### src/rtl/uart_rx_pkg.sv
// Shared types and constants for the oversampling UART receiver.
// Also holds the helper that maps a requested frame width onto a supported one.
package uart_rx_pkg;

  typedef enum logic [2:0] {
    IDLE     = 3'd0,
    START    = 3'd1,
    DATA     = 3'd2,
    PARITY   = 3'd3,
    STOP1    = 3'd4,
    STOP2    = 3'd5,
    BRK_WAIT = 3'd6
  } rx_state_t;

  localparam int DATA_BITS_MIN = 5;
  localparam int DATA_BITS_MAX = 9;
  localparam int DEFAULT_BITS  = 8;

  // Unsupported widths fall back to the default, clipped to what rx_data can hold.
  function automatic logic [3:0] eff_bits(input logic [3:0] req, input int max_bits);
    int lim;
    lim = (max_bits < DATA_BITS_MAX) ? max_bits : DATA_BITS_MAX;
    if (int'(req) >= DATA_BITS_MIN && int'(req) <= lim) return req;
    else if (DEFAULT_BITS <= lim) return 4'(DEFAULT_BITS);
    else return 4'(lim);
  endfunction

endpackage

### src/rtl/uart_rx_fifo.sv
// Pointer-based receive FIFO with a registered head word.
// A push and a pop in the same clk both succeed even when full.
module uart_rx_fifo #(
  parameter int DEPTH = 4,
  parameter int WIDTH = 9
) (
  input  logic                     clk,
  input  logic                     reset_n,
  input  logic                     push,
  input  logic [WIDTH-1:0]         wdata,
  input  logic                     pop,
  output logic [WIDTH-1:0]         head,
  output logic                     full,
  output logic [$clog2(DEPTH):0]   count
);

  localparam int PW = (DEPTH > 1) ? $clog2(DEPTH) : 1;
  localparam int CW = $clog2(DEPTH) + 1;

  logic [WIDTH-1:0] mem [DEPTH];
  logic [PW-1:0]    rd_ptr, wr_ptr, rd_next, wr_next;
  logic [CW-1:0]    count_next;
  logic [WIDTH-1:0] head_next;
  logic             empty, push_ok, pop_ok;

  function automatic logic [PW-1:0] inc(input logic [PW-1:0] p);
    return (p == PW'(DEPTH - 1)) ? '0 : p + PW'(1);
  endfunction

  assign full    = (count == CW'(DEPTH));
  assign empty   = (count == '0);
  assign push_ok = push & (~full | pop);
  assign pop_ok  = pop & ~empty;

  // The head is pre-computed so rx_data is a flop, bypassing a word written this clk.
  always_comb begin
    rd_next    = pop_ok  ? inc(rd_ptr) : rd_ptr;
    wr_next    = push_ok ? inc(wr_ptr) : wr_ptr;
    count_next = count;
    if (push_ok && !pop_ok)      count_next = count + CW'(1);
    else if (pop_ok && !push_ok) count_next = count - CW'(1);
    if (count_next == '0)                    head_next = '0;
    else if (push_ok && rd_next == wr_ptr)   head_next = wdata;
    else                                     head_next = mem[rd_next];
  end

  always_ff @(posedge clk) begin
    if (push_ok) mem[wr_ptr] <= wdata;
  end

  always_ff @(posedge clk or negedge reset_n) begin
    if (!reset_n) begin
      rd_ptr <= '0;
      wr_ptr <= '0;
      count  <= '0;
      head   <= '0;
    end else begin
      rd_ptr <= rd_next;
      wr_ptr <= wr_next;
      count  <= count_next;
      head   <= head_next;
    end
  end

endmodule

### src/rtl/uart_rx_async_gen2.sv
// Oversampling UART receiver: synchroniser, 3-sample majority filter, deframer
// with parity/stop/break checking, sticky error flags and a receive FIFO.
module uart_rx_async_gen2
  import uart_rx_pkg::*;
#(
  parameter int DATA_W_MAX = 9,
  parameter int OVS        = 16,
  parameter int FIFO_DEPTH = 4
) (
  input  logic                          clk,
  input  logic                          reset_n,
  input  logic                          baud_clock,
  input  logic                          rx,
  input  logic [3:0]                    data_bits,
  input  logic                          parity_en,
  input  logic                          odd_n_even,
  input  logic                          stop2,
  input  logic                          read_rx_byte,
  input  logic                          clear_errors,
  output logic [DATA_W_MAX-1:0]         rx_data,
  output logic                          rx_ready,
  output logic [$clog2(FIFO_DEPTH):0]   fifo_count,
  output logic                          parity_err,
  output logic                          framing_err,
  output logic                          overflow,
  output logic                          break_det,
  output logic                          rx_idle,
  output logic [2:0]                    dbg_state
);

  localparam int CW = $clog2(OVS);

  // Handshake: rx_ready is the valid for rx_data; read_rx_byte is a one-clk pop
  // strobe, ignored when rx_ready is low.

  logic                  sync1, sync2;
  logic [2:0]            filt;
  logic                  rx_f, rx_f_prev;
  rx_state_t             state;
  logic [CW-1:0]         cnt;
  logic [3:0]            bit_idx, nbits;
  logic                  par_en_l, odd_l, stop2_l;
  logic [DATA_W_MAX-1:0] shreg;
  logic                  par_bit, stop1_bit, perr, ferr;
  logic                  last_sample, frame_end, end_stop1, end_ferr, is_break;
  logic                  push, drop, fifo_full;

  always_ff @(posedge clk or negedge reset_n) begin
    if (!reset_n) begin
      sync1     <= 1'b1;
      sync2     <= 1'b1;
      filt      <= 3'b111;
      rx_f_prev <= 1'b1;
    end else begin
      sync1 <= rx;
      sync2 <= sync1;
      if (baud_clock) begin
        filt      <= {filt[1:0], sync2};
        rx_f_prev <= rx_f;
      end
    end
  end

  assign rx_f        = (filt[0] & filt[1]) | (filt[1] & filt[2]) | (filt[0] & filt[2]);
  assign last_sample = (cnt == CW'(OVS - 1));

  // Frame-end decisions use the stop sample being taken in this very clk.
  always_comb begin
    frame_end = 1'b0;
    end_stop1 = stop1_bit;
    end_ferr  = ferr;
    if (baud_clock && last_sample) begin
      if (state == STOP1 && !stop2_l) begin
        frame_end = 1'b1;
        end_stop1 = rx_f;
        end_ferr  = ferr | ~rx_f;
      end else if (state == STOP2) begin
        frame_end = 1'b1;
        end_ferr  = ferr | ~rx_f;
      end
    end
    is_break = (shreg == '0) && !(par_en_l && par_bit) && !end_stop1;
  end

  assign push = frame_end & ~is_break;
  assign drop = push & fifo_full & ~read_rx_byte;

  always_ff @(posedge clk or negedge reset_n) begin
    if (!reset_n) begin
      state     <= IDLE;
      cnt       <= '0;
      bit_idx   <= '0;
      nbits     <= 4'(DEFAULT_BITS);
      par_en_l  <= 1'b0;
      odd_l     <= 1'b0;
      stop2_l   <= 1'b0;
      shreg     <= '0;
      par_bit   <= 1'b0;
      stop1_bit <= 1'b1;
      perr      <= 1'b0;
      ferr      <= 1'b0;
    end else if (baud_clock) begin
      case (state)
        IDLE: begin
          if (rx_f_prev && !rx_f) begin
            state     <= START;
            cnt       <= '0;
            bit_idx   <= '0;
            nbits     <= eff_bits(data_bits, DATA_W_MAX);
            par_en_l  <= parity_en;
            odd_l     <= odd_n_even;
            stop2_l   <= stop2;
            shreg     <= '0;
            par_bit   <= 1'b0;
            stop1_bit <= 1'b1;
            perr      <= 1'b0;
            ferr      <= 1'b0;
          end
        end
        START: begin
          if (cnt == CW'(OVS / 2 - 1)) begin
            cnt   <= '0;
            state <= rx_f ? IDLE : DATA;
          end else cnt <= cnt + CW'(1);
        end
        DATA: begin
          if (last_sample) begin
            shreg[bit_idx] <= rx_f;
            cnt            <= '0;
            bit_idx        <= bit_idx + 4'd1;
            if (bit_idx == nbits - 4'd1) state <= par_en_l ? PARITY : STOP1;
          end else cnt <= cnt + CW'(1);
        end
        PARITY: begin
          if (last_sample) begin
            par_bit <= rx_f;
            perr    <= ((^shreg) ^ rx_f) != odd_l;
            cnt     <= '0;
            state   <= STOP1;
          end else cnt <= cnt + CW'(1);
        end
        STOP1: begin
          if (last_sample) begin
            stop1_bit <= rx_f;
            ferr      <= ferr | ~rx_f;
            cnt       <= '0;
            if (stop2_l)       state <= STOP2;
            else if (is_break) state <= BRK_WAIT;
            else               state <= IDLE;
          end else cnt <= cnt + CW'(1);
        end
        STOP2: begin
          if (last_sample) begin
            cnt   <= '0;
            state <= is_break ? BRK_WAIT : IDLE;
          end else cnt <= cnt + CW'(1);
        end
        BRK_WAIT: begin
          if (rx_f) state <= IDLE;
        end
        default: state <= IDLE;
      endcase
    end
  end

  // Sticky flags: a set in the same clk as clear_errors wins.
  always_ff @(posedge clk or negedge reset_n) begin
    if (!reset_n) begin
      parity_err  <= 1'b0;
      framing_err <= 1'b0;
      overflow    <= 1'b0;
      break_det   <= 1'b0;
    end else begin
      parity_err  <= (push & perr)     | (parity_err  & ~clear_errors);
      framing_err <= (push & end_ferr) | (framing_err & ~clear_errors);
      overflow    <= drop              | (overflow    & ~clear_errors);
      break_det   <= (frame_end & is_break) | (break_det & ~clear_errors);
    end
  end

  uart_rx_fifo #(
    .DEPTH (FIFO_DEPTH),
    .WIDTH (DATA_W_MAX)
  ) u_fifo (
    .clk     (clk),
    .reset_n (reset_n),
    .push    (push),
    .wdata   (shreg),
    .pop     (read_rx_byte),
    .head    (rx_data),
    .full    (fifo_full),
    .count   (fifo_count)
  );

  assign rx_ready  = (fifo_count != '0);
  assign rx_idle   = (state == IDLE);
  assign dbg_state = state;

endmodule
### config.mk
export PLATFORM = sky130hd
export DESIGN_NAME = uart_rx_async_gen2
export DESIGN_NICKNAME = d
export VERILOG_FILES = /design/src/rtl/uart_rx_pkg.sv /design/src/rtl/uart_rx_fifo.sv /design/src/rtl/uart_rx_async_gen2.sv
export SDC_FILE = /design/constraint.sdc
export NUM_CORES = 1
export LEC_CHECK = 0
export BUFFER_PORTS_ARGS = -buffer_cell sky130_fd_sc_hd__buf_2
export CELL_PAD_IN_SITES_DETAIL_PLACEMENT = 0
export CELL_PAD_IN_SITES_GLOBAL_PLACEMENT = 2
export CORE_MARGIN = 8
export CORE_UTILIZATION = 36
export DETAILED_ROUTE_END_ITERATION = 7
export GPL_ROUTABILITY_DRIVEN = 0
export PLACE_DENSITY_LB_ADDON = 0.08
export SLEW_MARGIN = 20
export SYNTH_ARGS = -nofsm -noshare
export SYNTH_HDL_FRONTEND = slang
export SYNTH_SLANG_ARGS = --single-unit
### constraint.sdc
create_clock -name clk -period 2.65 [get_ports clk]
set_input_delay 0.265 -clock clk [delete_from_list [all_inputs] [get_ports clk]]
set_output_delay 0.265 -clock clk [all_outputs]
set_load 0.1 [all_outputs]
==> impl_metrics.env <==
export IMPL_wl_per_cell_um=17.2
export IMPL_relSlewSlack_pct=40.1
export IMPL_crit_type="register to register"
export IMPL_synth_top_area_share_pct=24.8
export IMPL_clock_path_buffers=2
export IMPL_path_cells="inv_2, ha_2, and2b_2, or4_4, a21oi_2, nor4b_4, buf_4, a221o_1, a32oi_1"
export IMPL_synth_area_leader_cell="dfrtp_1"
export IMPL_synth_edf_count=36
export IMPL_die_area_mm2=0.0177
export IMPL_vias=3632
export IMPL_fin_ws_ns=0.0987
export IMPL_synth_simple_area_share_pct=17.9
export IMPL_synthesis_area_mm2=0.00494
export IMPL_cp_slowest_cell="or4_4"
export IMPL_slew_viol_final=0
export IMPL_grt_pass1_vias=3731
export IMPL_total_leakage_power_nw=2.43
export IMPL_placed_cells=674
export IMPL_max_cap_violations=0
export IMPL_cts_tree="done"
export IMPL_clk_latency_ns=0.35
export IMPL_irDropWorstVdd_uv=612
export IMPL_port_buffers=33
export IMPL_grt_overflow=0
export IMPL_finalSetupTns_ns=0
export IMPL_yosysSeqAreaShare_pct=50.9
export IMPL_critical_path_top_delay_family="simple AND/OR/NAND/NOR gates"
export IMPL_synth_area_top_cells="dfrtp_1 (25%), edfxtp_1 (22%), ha_1 (5.1%), dfstp_2 (4.3%), nand3_1 (3.3%)"
export IMPL_finalHoldViolCount=0
export IMPL_num_fill_cells=1329
export IMPL_die_w_um=133
export IMPL_clk_pin_slew_ns=0.07
export IMPL_synth_area_per_cell_um2=10.8
export IMPL_synth_common_cells="dfrtp_1 (49), edfxtp_1 (36), nand2_1 (33), nand3_1 (33), nor2_1 (28)"
export IMPL_dp_final_hpwl_mm=8.61
export IMPL_core_mm2=0.0137
export IMPL_worstPathBufferInverterCount=2
export IMPL_slowest_delay_ns=0.45
export IMPL_worst_setup_path_end_kind="register"
export IMPL_max_freq_ghz=0.392
export IMPL_holdWs_ns=0.107
export IMPL_avgViaCountPerCell=5.25
export IMPL_synth_warnings=0
export IMPL_ios=34
export IMPL_min_period_ns=2.55
export IMPL_drtIter0Drc=210
export IMPL_rows=43
export IMPL_cts_sinks=93
export IMPL_fp_dieH_um=133
export IMPL_setup_violations=0
export IMPL_seqCellArea_mm2=0.00254
export IMPL_rrSetupSlack_ns=0.1
export IMPL_yosysMostFrequentCell="dfrtp_1"
export IMPL_fin_nets=540
export IMPL_dpl_worst_slack_ns=0.0868
export IMPL_num_antenna_cells=0
export IMPL_stdcell_area_mm2=0.00582
export IMPL_finalNonFillerCells=692
export IMPL_root_buffer="clkbuf_16"
export IMPL_synth_xor_area_share_pct=2.48
export IMPL_synth_nets=490
export IMPL_grt_usage_pct=14.1
export IMPL_synth_mux_area_share_pct=4.61
export IMPL_tightest_slew_ns=0.889
export IMPL_antenna_found_initial=0
export IMPL_post_route_drc_count=0
export IMPL_dpl_instance_area_mm2=0.00548
export IMPL_synth_compound_area_share_pct=14.3
export IMPL_grt_pass1_wl_mm=19.7
export IMPL_grt_max_degree=31
export IMPL_ys_seq_elements=93
export IMPL_synthAdderAreaFrac_pct=5.29
export IMPL_area_delta_synth_final_pct=17.7
export IMPL_async_reset_ff_share_pct=61.3
export IMPL_min_path_type="primary input to register"
export IMPL_cts_htree_levels=3
export IMPL_numCtsBuffers=9
export IMPL_synth_top_family_by_area="simple AND/OR/NAND/NOR gates"
export IMPL_netlist_instances=457
export IMPL_synth_cell_types=69
export IMPL_multi_input_area_mm2=0.00226
export IMPL_post_route_period_util_pct=96.3
export IMPL_ys_flop_type="dfrtp_1"
export IMPL_cp_required_ns=2.90
export IMPL_power_density_mw_per_mm2=1240
export IMPL_start_util_pct=36.2
export IMPL_cp_max_fo=18
export IMPL_status="completed"
export IMPL_antenna_left=0
export IMPL_clock_skew_ns=0.00679
export IMPL_finalPower_mw=7.21
export IMPL_drive_gt1_share_pct=24.4
export IMPL_crit_path_start_kind="register"
export IMPL_cp_arrival_ns=2.81
export IMPL_totalWireLength_mm=11.9
export IMPL_fin_util_pct=42.6
export IMPL_drtPass1Iterations=4
==> final timing paths <==
check	startpoint	end	depth (start not counted)
worst max-delay path	u_fifo.count[0]$_DFF_PN0_	u_fifo.head[7]$_DFF_PN0_	9
worst min-delay path	parity_en	par_en_l$_DFFE_PN0P_	3
worst max register to register	u_fifo.count[0]$_DFF_PN0_	u_fifo.head[7]$_DFF_PN0_	9
worst min register to register	sync1$_DFF_PN1_	sync2$_DFF_PN1_	0
max in group asynchronous	reset_n	dbg_state[1]$_DFFE_PN0P_	3
min in group asynchronous	reset_n	stop2_l$_DFFE_PN0P_	3
==> where the power goes <==
part	internal, mW	switching [mW]	total, mW
clock network	0.738	0.571	1.31
registers	1.85	0.258	2.11
logic	1.21	2.58	3.79
total	3.80	3.41	7.21
==> cell type report <==
type	count	area share [%]
clock buffers	11	4.00
well taps	180	3.87
multi-input cells	313	38.9
inverters	28	1.94
clock inverters	5	1.08
repair buffers	62	6.67
flip-flops and latches	93	43.6
==> layer usage <==
metal	global-route usage [%]	up-vias	part of all wire [%]
li1	-	1791	-
met1	17.7	1782	47
met2	23.2	46	49
met3	2.71	13	2.7
met4	5.80	0	1.6
met5	0	-	0
==> placed cells by master, fill, tap and decap left out, drive strengths merged, types with 4 or more instances in the layout <==
| cell | count |
|---|---|
| nor2b | 6 |
| edfxtp | 36 |
| and2 | 6 |
| nand3 | 33 |
| o211ai | 6 |
| dfrtp | 49 |
| nor3 | 7 |
| buf | 60 |
| xor2 | 6 |
| clkbuf | 11 |
| or4 | 5 |
| a21oi | 6 |
| o21a | 4 |
| xnor2 | 8 |
| or3 | 6 |
| nand4 | 4 |
| and3 | 13 |
| mux2 | 6 |
| a221o | 9 |
| ha | 20 |
| mux2i | 16 |
| nand2 | 35 |
| a32oi | 9 |
| o21ai | 21 |
| nor2 | 28 |
| a211oi | 10 |
| dfstp | 8 |
| inv | 29 |
| nand2b | 4 |
==> what timing repair did <==
item / in CTS / in global routing
gates resized for setup: 0 / 7
setup endpoints to repair: 0 / 9
setup buffers: 0 / 0
hold buffers: 2 / 0
hold endpoints to repair: 50 / 0
==> state kept, by name, summed over array words and instances (netlist names), 4 cells and up <==
name / flops
nbits: 4
bit_idx: 4
shreg: 9
cnt: 4
u_fifo.head: 9
u_fifo.mem: 36
==> tightest hold or removal path: cells and delay by family <==
kind / cells / cell delay [ns]
and+or+nand+nor: 2 / 0.08
buffers and inverters: 1 / 0.07
==> cell families after synthesis <==
family / after synthesis
and+or+nand+nor: 163
AOI/OAI and AO/OA: 93
DFF: 93
buffers and inverters: 51
muxes: 22
adders and majority gates: 21
xor gates and xnor gates: 14
(Power assumes the default switching activity.)
